--- src/rtl/uart_pkg.sv ---
// ---------------------------------------------------------------------------
// uart_pkg
// Shared definitions for the memory-mapped UART transmitter:
//   - uart_state_t : states of the serial shifter FSM
//   - TXDATA_OFS / STATUS_OFS : register offsets from the peripheral base
//   - ST_*_BIT : bit positions of the flags inside the STATUS register
// ---------------------------------------------------------------------------
package uart_pkg;

    // Shifter FSM: wait for data, then start bit, eight data bits, stop bit.
    typedef enum logic [1:0] {
        IDLE  = 2'd0,
        START = 2'd1,
        DATA  = 2'd2,
        STOP  = 2'd3
    } uart_state_t;

    localparam int TXDATA_OFS = 0;
    localparam int STATUS_OFS = 2;

    localparam int ST_EMPTY_BIT = 0;
    localparam int ST_FULL_BIT  = 1;
    localparam int ST_BUSY_BIT  = 2;
    localparam int ST_OVF_BIT   = 3;

endpackage

--- src/rtl/sync_fifo.sv ---
// ---------------------------------------------------------------------------
// sync_fifo
// Single-clock FIFO with first-word-fall-through output (dout always shows
// the head entry). A push into a full FIFO is accepted only when a pop happens
// in the same cycle; a pop from an empty FIFO is ignored.
// Ports:
//   clk, reset    : clock and synchronous active-high reset
//   push, din     : write strobe and data
//   pop           : remove head entry
//   dout          : head entry
//   full, empty   : occupancy flags
//   count         : number of stored entries
// ---------------------------------------------------------------------------
module sync_fifo #(
    parameter int WIDTH = 8,
    parameter int DEPTH = 4
) (
    input  logic                     clk,
    input  logic                     reset,
    input  logic                     push,
    input  logic                     pop,
    input  logic [WIDTH-1:0]         din,
    output logic [WIDTH-1:0]         dout,
    output logic                     full,
    output logic                     empty,
    output logic [$clog2(DEPTH):0]   count
);

    localparam int AW = (DEPTH > 1) ? $clog2(DEPTH) : 1;
    localparam int CW = $clog2(DEPTH) + 1;

    logic [WIDTH-1:0] mem [DEPTH];
    logic [AW-1:0]    wrPtr;
    logic [AW-1:0]    rdPtr;
    logic             doPush;
    logic             doPop;

    // A pop only counts when there is something to remove; a push into a full
    // FIFO is allowed when the head is leaving in the same cycle, because the
    // freed slot is exactly the one being written.
    always_comb begin
        doPop  = pop && !empty;
        doPush = push && (!full || doPop);
    end

    // Flags and head output are derived straight from the stored state.
    always_comb begin
        full  = (count == CW'(DEPTH));
        empty = (count == '0);
        dout  = mem[rdPtr];
    end

    // Storage array is not reset; only entries between the pointers are
    // meaningful, so clearing it would buy nothing.
    always_ff @(posedge clk) begin
        if (doPush) begin
            mem[wrPtr] <= din;
        end
    end

    // Pointers wrap explicitly at DEPTH-1 so the FIFO also behaves for a depth
    // of one, where the pointer width does not match the entry count.
    always_ff @(posedge clk) begin
        if (reset) begin
            wrPtr <= '0;
            rdPtr <= '0;
            count <= '0;
        end else begin
            if (doPush) begin
                wrPtr <= (wrPtr == AW'(DEPTH - 1)) ? '0 : wrPtr + AW'(1);
            end
            if (doPop) begin
                rdPtr <= (rdPtr == AW'(DEPTH - 1)) ? '0 : rdPtr + AW'(1);
            end
            count <= count + CW'(doPush) - CW'(doPop);
        end
    end

endmodule

--- src/rtl/mmio_uart_tx.sv ---
// ---------------------------------------------------------------------------
// mmio_uart_tx
// Memory-mapped UART transmitter for the CPU bus. Stores to TXDATA queue a byte
// in a small FIFO; a shifter FSM sends each byte as 8N1 (start bit, LSB-first
// data, stop bit), CLKS_PER_BIT clocks per bit. STATUS reports
// {overflow, busy, full, empty}; writing STATUS with bit 3 set clears overflow.
// Ports:
//   clk, reset          : clock and synchronous active-high reset
//   memwrite            : CPU store strobe
//   aluout              : CPU byte address
//   writedata           : CPU store data
//   rd_sel              : address hits one of the two registers
//   rd_data             : read value of the addressed register (0 if unmapped)
//   tx                  : serial line, idle high
//   irq                 : high while FIFO empty and shifter idle
// ---------------------------------------------------------------------------
module mmio_uart_tx
    import uart_pkg::*;
#(
    parameter int             n            = 16,
    parameter int             CLKS_PER_BIT = 8,
    parameter int             FIFO_DEPTH   = 4,
    parameter logic [n-1:0]   BASE_ADDR    = 16'hFF00
) (
    input  logic         clk,
    input  logic         reset,
    input  logic         memwrite,
    input  logic [n-1:0] aluout,
    input  logic [n-1:0] writedata,
    output logic         rd_sel,
    output logic [n-1:0] rd_data,
    output logic         tx,
    output logic         irq
);

    localparam int BW = (CLKS_PER_BIT > 1) ? $clog2(CLKS_PER_BIT) : 1;
    localparam int CW = $clog2(FIFO_DEPTH) + 1;

    localparam logic [n-1:0] TXDATA_ADDR = BASE_ADDR + n'(TXDATA_OFS);
    localparam logic [n-1:0] STATUS_ADDR = BASE_ADDR + n'(STATUS_OFS);

    uart_state_t   state;
    logic [BW-1:0] baudCnt;
    logic [2:0]    bitCnt;
    logic [7:0]    shiftReg;
    logic          overflow;

    logic          txdataHit;
    logic          statusHit;
    logic          fifoPush;
    logic          fifoPop;
    logic          overflowSet;
    logic          overflowClr;
    logic          baudDone;
    logic          busy;
    logic          idleNext;
    logic          fifoEmptyNext;

    logic [7:0]    fifoDout;
    logic          fifoFull;
    logic          fifoEmpty;
    logic [CW-1:0] fifoCount;

    // Address decode and the write-side control. The shifter takes the FIFO
    // head on any idle cycle where data is waiting, and that same pop is what
    // lets a write into a full FIFO still be accepted.
    always_comb begin
        txdataHit   = (aluout == TXDATA_ADDR);
        statusHit   = (aluout == STATUS_ADDR);
        fifoPop     = (state == IDLE) && !fifoEmpty;
        fifoPush    = memwrite && txdataHit && (!fifoFull || fifoPop);
        overflowSet = memwrite && txdataHit && fifoFull && !fifoPop;
        overflowClr = memwrite && statusHit && writedata[3];
        baudDone    = (baudCnt == BW'(CLKS_PER_BIT - 1));
        busy        = (state != IDLE);
    end

    // Look ahead one edge so irq, although registered, tracks "FIFO empty and
    // shifter idle" without an extra cycle of lag.
    always_comb begin
        idleNext      = ((state == IDLE) && fifoEmpty) || ((state == STOP) && baudDone);
        fifoEmptyNext = ((fifoCount + CW'(fifoPush)) == CW'(fifoPop));
    end

    // Register read mux: STATUS flags in the low nibble, TXDATA shows the byte
    // that will be sent next, anything else reads as zero.
    always_comb begin
        rd_sel  = txdataHit || statusHit;
        rd_data = '0;
        if (statusHit) begin
            rd_data[ST_EMPTY_BIT] = fifoEmpty;
            rd_data[ST_FULL_BIT]  = fifoFull;
            rd_data[ST_BUSY_BIT]  = busy;
            rd_data[ST_OVF_BIT]   = overflow;
        end else if (txdataHit) begin
            rd_data[7:0] = fifoDout;
        end
    end

    sync_fifo #(
        .WIDTH (8),
        .DEPTH (FIFO_DEPTH)
    ) u_fifo (
        .clk   (clk),
        .reset (reset),
        .push  (fifoPush),
        .pop   (fifoPop),
        .din   (writedata[7:0]),
        .dout  (fifoDout),
        .full  (fifoFull),
        .empty (fifoEmpty),
        .count (fifoCount)
    );

    // Sticky overflow flag. A dropped write wins over a clear in the same
    // cycle so a fresh overflow is never lost.
    always_ff @(posedge clk) begin
        if (reset) begin
            overflow <= 1'b0;
        end else if (overflowSet) begin
            overflow <= 1'b1;
        end else if (overflowClr) begin
            overflow <= 1'b0;
        end
    end

    // Shifter FSM with baud and bit counters. tx is registered from the
    // current state, so the line follows the state one cycle later: the start
    // bit appears the cycle after the pop, and every bit, including the stop
    // bit, lasts exactly CLKS_PER_BIT cycles.
    always_ff @(posedge clk) begin
        if (reset) begin
            state    <= IDLE;
            baudCnt  <= '0;
            bitCnt   <= '0;
            shiftReg <= '0;
            tx       <= 1'b1;
        end else begin
            case (state)
                IDLE: begin
                    tx      <= 1'b1;
                    baudCnt <= '0;
                    bitCnt  <= '0;
                    if (!fifoEmpty) begin
                        shiftReg <= fifoDout;
                        state    <= START;
                    end
                end
                START: begin
                    tx <= 1'b0;
                    if (baudDone) begin
                        baudCnt <= '0;
                        state   <= DATA;
                    end else begin
                        baudCnt <= baudCnt + BW'(1);
                    end
                end
                DATA: begin
                    tx <= shiftReg[0];
                    if (baudDone) begin
                        baudCnt  <= '0;
                        shiftReg <= {1'b0, shiftReg[7:1]};
                        if (bitCnt == 3'd7) begin
                            bitCnt <= '0;
                            state  <= STOP;
                        end else begin
                            bitCnt <= bitCnt + 3'd1;
                        end
                    end else begin
                        baudCnt <= baudCnt + BW'(1);
                    end
                end
                STOP: begin
                    tx <= 1'b1;
                    if (baudDone) begin
                        baudCnt <= '0;
                        state   <= IDLE;
                    end else begin
                        baudCnt <= baudCnt + BW'(1);
                    end
                end
                default: begin
                    tx    <= 1'b1;
                    state <= IDLE;
                end
            endcase
        end
    end

    // Interrupt request: the transmitter has nothing left to do.
    always_ff @(posedge clk) begin
        if (reset) begin
            irq <= 1'b1;
        end else begin
            irq <= idleNext && fifoEmptyNext;
        end
    end

endmodule

--- config.mk ---
export PLATFORM = sky130hd
export DESIGN_NAME = mmio_uart_tx
export DESIGN_NICKNAME = d
export VERILOG_FILES = /design/src/rtl/uart_pkg.sv /design/src/rtl/sync_fifo.sv /design/src/rtl/mmio_uart_tx.sv
export SDC_FILE = /design/constraint.sdc
export NUM_CORES = 1
export LEC_CHECK = 0
export CORE_AREA = 2 2 79 81
export CTS_BUF_LIST = sky130_fd_sc_hd__clkbuf_16
export DETAILED_ROUTE_END_ITERATION = 8
export DIE_AREA = 0 0 81 83
export PLACE_DENSITY = 0.71
export SYNTH_ARGS = -nofsm -noshare
export SYNTH_HDL_FRONTEND = slang
export SYNTH_HIERARCHICAL = 1
export SYNTH_SLANG_ARGS = --single-unit
--- constraint.sdc ---
create_clock -name clk -period 4.5 [get_ports clk]
set_clock_uncertainty 0.2 [all_clocks]
set_input_delay 0.45 -clock clk [delete_from_list [all_inputs] [get_ports clk]]
set_output_delay 0.45 -clock clk [all_outputs]
set_load 0.01 [all_outputs]
==> flow_summary.ini, run 1 <==
[status]
outcome = finished clean

[pwr]
p_leak_nw = 1.36
power.density_nw_per_um2 = 431
ir_worst_vdd_v = 0.000274

[grt]
antenna_found_initial = 0
overflow = 0
grt_max_degree = 28
grt_use_total_pct = 17.0
grt_pass1_vias = 1727
grt_first_pass_wirelength_mm = 8.49

[floorplanning]
start_util_pct = 48.9
die-area_um2 = 6720
num_rows = 28
dieWidth_um = 81
core_um2 = 5820
io-pin-count = 54
chipHeight_um = 83

[clock_tree]
cts_setup_buffers = 0
cts_buffers = 9
ctsHtreeMaxLevel = 3
clockBufferDepth = 2
cts_tree = built
clock-root-buffer = clkbuf_16
clock_latency_ns = 0.32
ctsHoldBuffers = 0
cts_resized = 0
clkSlewWorstSetupHoldPaths_ns = 0.05
clkSinkCount = 60

[route]
drtAntennaViolNets = 0
vias = 1780
routedWlPerCell_um = 15.2
vias_per_cell = 5.28
drcViolationCount = 0
wl_mm = 5.11
drt_first_pass_iters = 4
initialDrtViolationCount = 70

[setup_path]
path_buf_inv = 3
startpoint_type = input pin
critical_path.max_fanout = 10
crit_path_end_kind = register
arrival_ns = 3.32
slowest_delay_ns = 0.40
worstSetupPathType = input pin to register
crit_chain = clkdlybuf4s50_1 -> nor4_1 -> and4_1 -> and2b_1 -> buf_4 -> and3_1 -> and2_4 -> a21o_1 -> ha_1 -> inv_1 -> fa_1 -> xor2_1 -> and2_1 -> nor3_1
cp_top_family = simple AND/OR/NAND/NOR gates
cpMaxStageDelayCell = clkdlybuf4s50_1
required_ns = 4.53

[place]
port_buffers = 37
hpwl_mm = 3.63
place.gp.congestion = 0.700
place_inst = 321

[layout]
final_core_util_pct = 61.6
final_common_cell = clkdlybuf4s50_1
layout.nets = 310
drive_gt1_share_pct = 16.0
fin_cells = 337
area_growth_pct = 25.8
antenna_cells = 0
fillCellCount = 457
final_cell_mix = clkdlybuf4s50_1, edfxtp_1, dfxtp_1, ha_1, nor2_1

[timing]
tns_ns = 0
hold_viol = 0
finalCritPeriodShare_pct = 73.1
fmax_mhz = 304
slew_headroom_pct = 30.1
setup_viol = 0
finalCriticalPeriod_ns = 3.29
finalMaxSlewViolations = 0
worst_pin_slew_ns = 1.05
rsz0062_at_grt = no

[hold_path]
hold_class = register to register

[synth]
synth_edf_count = 32
synthMuxAreaShare_pct = 10.6
syn_area_um2 = 2850
ys_ff_latch = 60
yosys_warnings = 6
ys.flop_type = edfxtp_1
ys_types = 50
synth_compound_area_share_pct = 9.15
yosysSeqAreaShare_pct = 53.5
synth_xor_area_share_pct = 0.616
synth_fa_ha_area_share_pct = 8.18
postSynthAreaPerCell_um2 = 13.1
async_flop_share_pct = 0
synth_top_family_by_area = simple AND/OR/NAND/NOR gates
yosys.area_share.simple_pct = 12.4
netlist_instances = 218

[run]
drv_cap = 0
-- synth_stat cells (2+ instances only) --
cell	instances	area, um2
a21o_1	2	15.0
nor2_1	16	60.1
a22o_1	4	35.0
a21oi_1	2	10.0
nand3_1	2	10.0
mux2i_1	10	100
mux4_2	8	180
nor2_2	2	12.5
buf_2	3	15.0
edfxtp_1	32	961
and3_2	4	30.0
nor3b_1	2	15.0
and2_1	7	43.8
dfxtp_1	28	561
buf_6	2	22.5
nand2_1	3	11.3
and4_1	4	35.0
inv_1	9	33.8
a32oi_1	2	17.5
buf_1	2	7.51
a211oi_1	6	45.0
o21ai_0	3	15.0
a211oi_2	2	25.0
o31ai_1	2	15.0
nor4_1	2	12.5
clkbuf_1	2	7.51
o31ai_2	2	25.0
buf_4	9	67.6
nor3_1	8	40.0
ha_1	17	213
xor2_1	2	17.5
-- kinds of logic (layout without fill, tap and decap cells) --
family / after synthesis / after routing
multiplexers: 19 / 19
XOR/XNOR: 2 / 2
flip-flops: 60 / 60
AO/OA/AOI/OAI: 31 / 31
AND/OR/NAND/NOR: 60 / 60
adder cells (fa/ha/maj): 18 / 18
other: 1 / 8
buffers and inverters: 27 / 64
-- layer usage --
layer	up-vias	wire length [um]	global-route usage (%)
li1	879	-	-
met1	861	2450	22.3
met2	33	2420	25.5
met3	7	166	5.65
met4	0	68	7.40
met5	-	0	0
-- report_power, final --
| group | leakage, nW | internal (mW) | switching, mW |
|---|---|---|---|
| registers | 0.514 | 0.601 | 0.0137 |
| logic | 0.683 | 0.0687 | 0.0714 |
| clock network | 0.166 | 0.544 | 0.245 |
| total | 1.36 | 1.21 | 0.330 |
-- flip-flops by register name, summed over array words and instances, names as in the netlist, 2 cells and up, named ones only --
name          count
bitCnt            3
u_fifo/rdPtr      2
u_fifo/wrPtr      2
shiftReg          8
u_fifo/mem       32
baudCnt           3
state             2
u_fifo/count      3
-- final cells by class --
type | count | area (um2) | area share, %
Sequential cell | 60 | 1520 | 42.5
Tap cell | 75 | 93.8 | 2.62
Multi-Input combinational cell | 138 | 1200 | 33.4
Clock buffer | 9 | 225 | 6.29
Inverter | 9 | 33.8 | 0.944
Clock inverter | 7 | 124 | 3.46
Timing Repair Buffer | 39 | 385 | 10.8
-- final timing paths --
kind | slack, ns | from | end | cells after the start
max | 1.21 | aluout[5] | u_fifo/count[2]$_SDFF_PP0_ | 14
min | 0.25 | baudCnt[0]$_SDFF_PP0_ | baudCnt[0]$_SDFF_PP0_ | 1
max reg2reg | 1.34 | state[0]$_SDFFE_PP0P_ | u_fifo/count[2]$_SDFF_PP0_ | 13
min reg2reg | 0.25 | baudCnt[0]$_SDFF_PP0_ | baudCnt[0]$_SDFF_PP0_ | 1
-- metrics by stage --
step	area [um2]	hold slack [ns]	setup WS (ns)	total power, mW
6_report	3580	0.246	1.21	1.54
4_1_cts	3580	0.250	1.21	1.56
3_3_place_gp	3230	0.223	0.925	0.763
3_5_place_dp	3230	0.243	0.908	0.766
5_1_grt	3580	0.270	0.955	1.60
2_1_floorplan	2870	0.208	1.44	0.726
-- worst register-to-register path, delay by kind of cell (launching register included) --
family                   cells  cell delay, ns
buffers and inverters        3            0.29
AND/OR/NAND/NOR              4            0.86
flip-flops                   1            0.33
adder cells (fa/ha/maj)      3            0.89
AO/OA/AOI/OAI                2            0.32
XOR/XNOR                     1            0.16
No activity file was read; power rests on OpenSTA's default activity.
==> run 2: changes to the inputs <==
--- a/config.mk
+++ b/config.mk
@@ -5,10 +5,10 @@
 export SDC_FILE = /design/constraint.sdc
 export NUM_CORES = 1
 export LEC_CHECK = 0
-export CORE_AREA = 2 2 79 81
+export CORE_AREA = 2 2 81 83
 export CTS_BUF_LIST = sky130_fd_sc_hd__clkbuf_16
 export DETAILED_ROUTE_END_ITERATION = 8
-export DIE_AREA = 0 0 81 83
+export DIE_AREA = 0 0 83 85
 export PLACE_DENSITY = 0.71
 export SYNTH_ARGS = -nofsm -noshare
 export SYNTH_HDL_FRONTEND = slang
==> constraint.sdc (replaced) <==
create_clock -name clk -period 2.6 [get_ports clk]
set_clock_uncertainty 0.2 [all_clocks]
set_input_delay 0.26 -clock clk [delete_from_list [all_inputs] [get_ports clk]]
set_output_delay 0.26 -clock clk [all_outputs]
set_load 0.01 [all_outputs]
==> run 2 against run 1 <==
The flow now finishes with violations (negative setup slack). Hold slack worse by 0.0054 ns. First-iteration DRC count grew 30%. Clock power grew 37%. Final area rose by 4.9%. Total power grew 57%. Combinational power is 100% higher. Non-clock buffer count grew 23. Sequential power up 72%. Core utilization shrank 1.0 points. Global-route usage shrank 0.73 points.
==> flow_summary.ini, run 2 (synthesis gave the netlist of run 1 again) <==
[timing]
whs_ns = 0.240
finalMaxSlewViolations = 0
worst_pin_slew_ns = 0.818
setup_slack_ns = -0.0430
slew_headroom_pct = 45.3
setup_viol = 1
finalCriticalPeriod_ns = 2.64
rsz0062_at_grt = yes
finalCritPeriodShare_pct = 102
hold_viol = 0
fmax_mhz = 378

[place]
port_buffers = 37
hpwl_mm = 3.82
place.gp.congestion = 0.794
place_inst = 342
placed_cell_area_um2 = 3430

[setup_path]
crit_top_cell = inv_2
critical_path.max_fanout = 3
rr_worst_depth = 13
startpoint_type = register
slowest_delay_ns = 0.50
cp.depth = 13
worstSetupPathType = register to register
required_ns = 2.58
crit_chain = inv_2 -> ha_4 -> inv_2 -> nor2_1 -> or4b_4 -> and2_4 -> a21o_1 -> ha_2 -> inv_2 -> fa_2 -> xor2_2 -> and2_4 -> nor3_2
path_buf_inv = 3
cpMaxStageDelayCell = or4b_4
arrival_ns = 2.62
crit_path_end_kind = register
cp_top_family = simple AND/OR/NAND/NOR gates

[grt]
grt_pass1_vias = 1870
grt_use_total_pct = 16.3
antenna_found_initial = 0
grt_max_degree = 21
grt_first_pass_wirelength_mm = 8.76
overflow = 0

[run]
drv_cap = 0

[status]
violations = negative setup slack
outcome = finished with violations

[floorplanning]
dieWidth_um = 83
start_util_pct = 45.9
core_um2 = 6200
chipHeight_um = 85
die-area_um2 = 7060
io-pin-count = 54
num_rows = 29

[layout]
fin_cells = 362
final_area_um2 = 3750
drive_gt1_share_pct = 30.5
final_cell_mix = edfxtp_1, buf_4, dfxtp_1, clkdlybuf4s50_1, nor2_1
largest-register = u_fifo/mem
area_growth_pct = 32.0
antenna_cells = 0
final_common_cell = edfxtp_1
layout.nets = 333
reg_top3 = u_fifo/mem (32), shiftReg (8)
largest_reg_flops = 32

[clock_tree]
cts_tree = built
clkSinkCount = 60
cts_buffers = 9
ctsHtreeMaxLevel = 3
clock_latency_ns = 0.33
clockBufferDepth = 2
clkSlewWorstSetupHoldPaths_ns = 0.05
clock-root-buffer = clkbuf_16
ctsHoldBuffers = 0

[pwr]
switching_share_pct = 24.6
ir_worst_vdd_v = 0.000409
clockPowerShare_pct = 44.6
p_total_mw = 2.42
p_leak_nw = 1.48
p_sw_uw = 594
intPower_mw = 1.83
power.density_nw_per_um2 = 644
p_comb_share_pct = 11.6
p_seq_share_pct = 43.9

[route]
vias = 1875
drtAntennaViolNets = 0
wl_met1_mm = 2.26
vias_per_cell = 5.18
routedWlPerCell_um = 14.9
drt_first_pass_iters = 4
met3_length_um = 183
wl_mm = 5.41
initialDrtViolationCount = 91
highest_layer = met4
drcViolationCount = 0
route.met2.wl_mm = 2.81

[hold_path]
min_path_cells = 1
hold_class = register to register
## run 2: per-stage QoR
step	utilization [%]	setup TNS (ns)	setup slack, ns
detailed placement	55.3	-2.37	-0.524
floorplan	-	-0.0525	-0.0525
global route	60.5	-0.269	-0.149
CTS	60.1	-0.0259	-0.0259
finish	60.5	-0.0430	-0.0430
global placement	55.3	-1.75	-0.437
## run 2: worst paths after layout
kind | start | to | slack, ns
worst min-delay path | baudCnt[0]$_SDFF_PP0_ | baudCnt[0]$_SDFF_PP0_ | 0.24
worst max register to register | state[1]$_SDFFE_PP0P_ | u_fifo/count[2]$_SDFF_PP0_ | -0.04
worst max-delay path | state[1]$_SDFFE_PP0P_ | u_fifo/count[2]$_SDFF_PP0_ | -0.04
worst min register to register | baudCnt[0]$_SDFF_PP0_ | baudCnt[0]$_SDFF_PP0_ | 0.24
## run 2: repair_timing
action                     CTS  global route
setup endpoints to repair   10             7
buffers inserted             3             1
pin swaps                   10             4
resized for setup           25             5
## run 2: final cells by class
type | instances | area, um2
well taps | 77 | 96.3
clock inverters | 7 | 52.6
repair buffers | 62 | 542
multi-input cells | 138 | 1280
flip-flops and latches | 60 | 1530
fillers | 495 | 2450
clock buffers | 9 | 225
inverters | 9 | 33.8
## run 2: power by group through the flow
stage / clock, mW / combinational [mW] / sequential, mW
2_1_floorplan: 0 / 0.187 / 1.08
3_3_place_gp: 0 / 0.276 / 1.08
3_5_place_dp: 0 / 0.282 / 1.08
4_1_cts: 1.10 / 0.280 / 1.06
5_1_grt: 1.15 / 0.309 / 1.07
6_report: 1.08 / 0.280 / 1.06
## run 2: routing by layer
layer | track usage (%) | vias up
li1 | - | 928
met1 | 18.9 | 894
met2 | 27.3 | 39
met3 | 3.60 | 14
met4 | 10.7 | 0
met5 | 0 | -
==> run 3: changes to the inputs <==
--- a/config.mk
+++ b/config.mk
@@ -5,11 +5,11 @@
 export SDC_FILE = /design/constraint.sdc
 export NUM_CORES = 1
 export LEC_CHECK = 0
-export CORE_AREA = 2 2 81 83
+export CORE_AREA = 2 2 88 90
 export CTS_BUF_LIST = sky130_fd_sc_hd__clkbuf_16
 export DETAILED_ROUTE_END_ITERATION = 8
-export DIE_AREA = 0 0 83 85
-export PLACE_DENSITY = 0.71
+export DIE_AREA = 0 0 90 92
+export PLACE_DENSITY = 0.61
 export SYNTH_ARGS = -nofsm -noshare
 export SYNTH_HDL_FRONTEND = slang
 export SYNTH_HIERARCHICAL = 1
==> run 3 against run 2 <==
The flow now finishes without violations. Combinational power up 1%. Non-clock buffer count fell by 3. Flip-flop and latch count stayed put. Via count is 1.5% lower. Register-to-register slack gained 0.08 ns. Setup slack improved by 0.082 ns. Largest power group is now sequential cells. Clock-buffer cell count is the same.
==> flow_summary.ini, run 3 (synthesis gave the netlist of run 1 again) <==
[route]
initialDrtViolationCount = 60
drtAntennaViolNets = 0
drcViolationCount = 0
drt_first_pass_iters = 4
vias_per_cell = 4.81
vias = 1847
routedWlPerCell_um = 14.2
wl_mm = 5.45

[floorplanning]
io-pin-count = 54
dieWidth_um = 90
num_rows = 32
start_util_pct = 38.2
die-area_um2 = 8280
core_um2 = 7450
chipHeight_um = 92

[place]
hpwl_mm = 3.82
pre_cts_ws_ns = -0.457
port_buffers = 37
place.gp.congestion = 0.802

[layout]
largest-register = u_fifo/mem
final_common_cell = edfxtp_1
antenna_cells = 0
final_core_util_pct = 50.4
largest_reg_flops = 32
reg_top3 = u_fifo/mem (32), shiftReg (8)
final_cell_mix = edfxtp_1, dfxtp_1, buf_4, dlygate4sd2_1, clkdlybuf4s50_1
layout.area.seq_um2 = 1530
fillCellCount = 660
multi_input_area_um2 = 1280
area_growth_pct = 32.0
drive_gt1_share_pct = 30.5
layout.nets = 330

[timing]
fmax_mhz = 391
finalCriticalPeriod_ns = 2.56
worst_pin_slew_ns = 0.521
whs_ns = 0.243
setup_slack_ns = 0.0393
rsz0062_at_grt = yes
finalCritPeriodShare_pct = 98.5
slew_headroom_pct = 64.9
hold_viol = 0
setup_viol = 0
finalMaxSlewViolations = 0
tns_ns = 0

[clock_tree]
cts_buffers = 9
clock-root-buffer = clkbuf_16
ctsHoldBuffers = 0
clkSlewWorstSetupHoldPaths_ns = 0.05
ctsHtreeMaxLevel = 3
clock_latency_ns = 0.33
clkSinkCount = 60
clockBufferDepth = 2
cts_tree = built

[setup_path]
r2r_start = state[1]$_SDFFE_PP0P_
crit_start = state[1]$_SDFFE_PP0P_
arrival_ns = 2.56
crit_path_end_kind = register
startpoint_type = register
worstSetupPathType = register to register
required_ns = 2.60
critical_path.max_fanout = 3

[hold_path]
hold_class = register to register
holdCritStartpoint = baudCnt[0]$_SDFF_PP0_

[grt]
grt_use_total_pct = 14.6
overflow = 0
antenna_found_initial = 0
grt_max_degree = 28
grt_first_pass_wirelength_mm = 9.14
grt_pass1_vias = 1917

[pwr]
power.density_nw_per_um2 = 638
p_leak_nw = 1.49
ir_worst_vdd_v = 0.000488

[run]
drv_cap = 0

[status]
outcome = finished clean
==> run 3: cell count changes in the layout (fill, tap and decap cells not counted), sizes merged <==
cell           previous run  this run
buf                      25        22
clkdlybuf4s15             2         1
clkdlybuf4s50            22        17
clkinv                    3         6
clkinvlp                  3         1
dlygate4sd2              13        19
inv                      10         9
==> run 3: area by class of cell <==
type / count / share of cell area [%]
clock buffer: 9 / 6.00
clock inverter: 7 / 1.17
inverter: 9 / 0.966
multi-input combinational: 138 / 34.2
sequential: 60 / 40.7
tap: 102 / 3.40
timing repair buffer: 59 / 13.6
==> run 3: per-layer routing <==
layer	vias to the layer above	GRT usage [%]	share of wire, %
met4	0	7.56	3.1
li1	917	-	-
met2	31	24.4	51
met5	-	0	0
met1	886	16.7	43
met3	13	4.68	3.5
==> run 3: worst paths after layout <==
check,endpoint,slack (ns),cells past startpoint
worst min-delay path,baudCnt[0]$_SDFF_PP0_,0.24,1
worst max-delay path,u_fifo/count[2]$_SDFF_PP0_,0.04,13
worst min register to register,baudCnt[0]$_SDFF_PP0_,0.24,1
worst max register to register,u_fifo/count[2]$_SDFF_PP0_,0.04,13
==> run 3: timing repair <==
action                                  CTS  global route
pin swaps                                10             6
endpoints found under the setup margin    9             2
gates resized for setup                  27            10
setup buffers                             1             3
==> run 3: worst max-delay path, cell delays in order (launching register included) <==
cell     delay, ns
dfxtp_2       0.33
inv_2         0.05
ha_4          0.16
inv_4         0.05
nor2_2        0.04
or4b_4        0.52
and2_4        0.16
a21o_1        0.18
ha_2          0.17
inv_2         0.05
fa_2          0.20
xor2_2        0.15
and2_4        0.16
nor3_2        0.03
==> run 3: metrics by stage <==
step | instance area [um2] | instances | power, mW
after floorplan | 2930 | 225 | 1.27
after global placement | 3440 | 364 | 1.36
after detailed placement | 3440 | 364 | 1.36
after CTS | 3700 | 381 | 2.42
after global routing | 3750 | 384 | 2.50
final | 3750 | 384 | 2.40
==> run 3: where the power goes <==
| part | leakage [nW] | switching (mW) | total, mW | internal (mW) |
|---|---|---|---|---|
| logic | 0.840 | 0.139 | 0.284 | 0.145 |
| registers | 0.516 | 0.0216 | 1.06 | 1.04 |
| clock network | 0.133 | 0.412 | 1.05 | 0.637 |
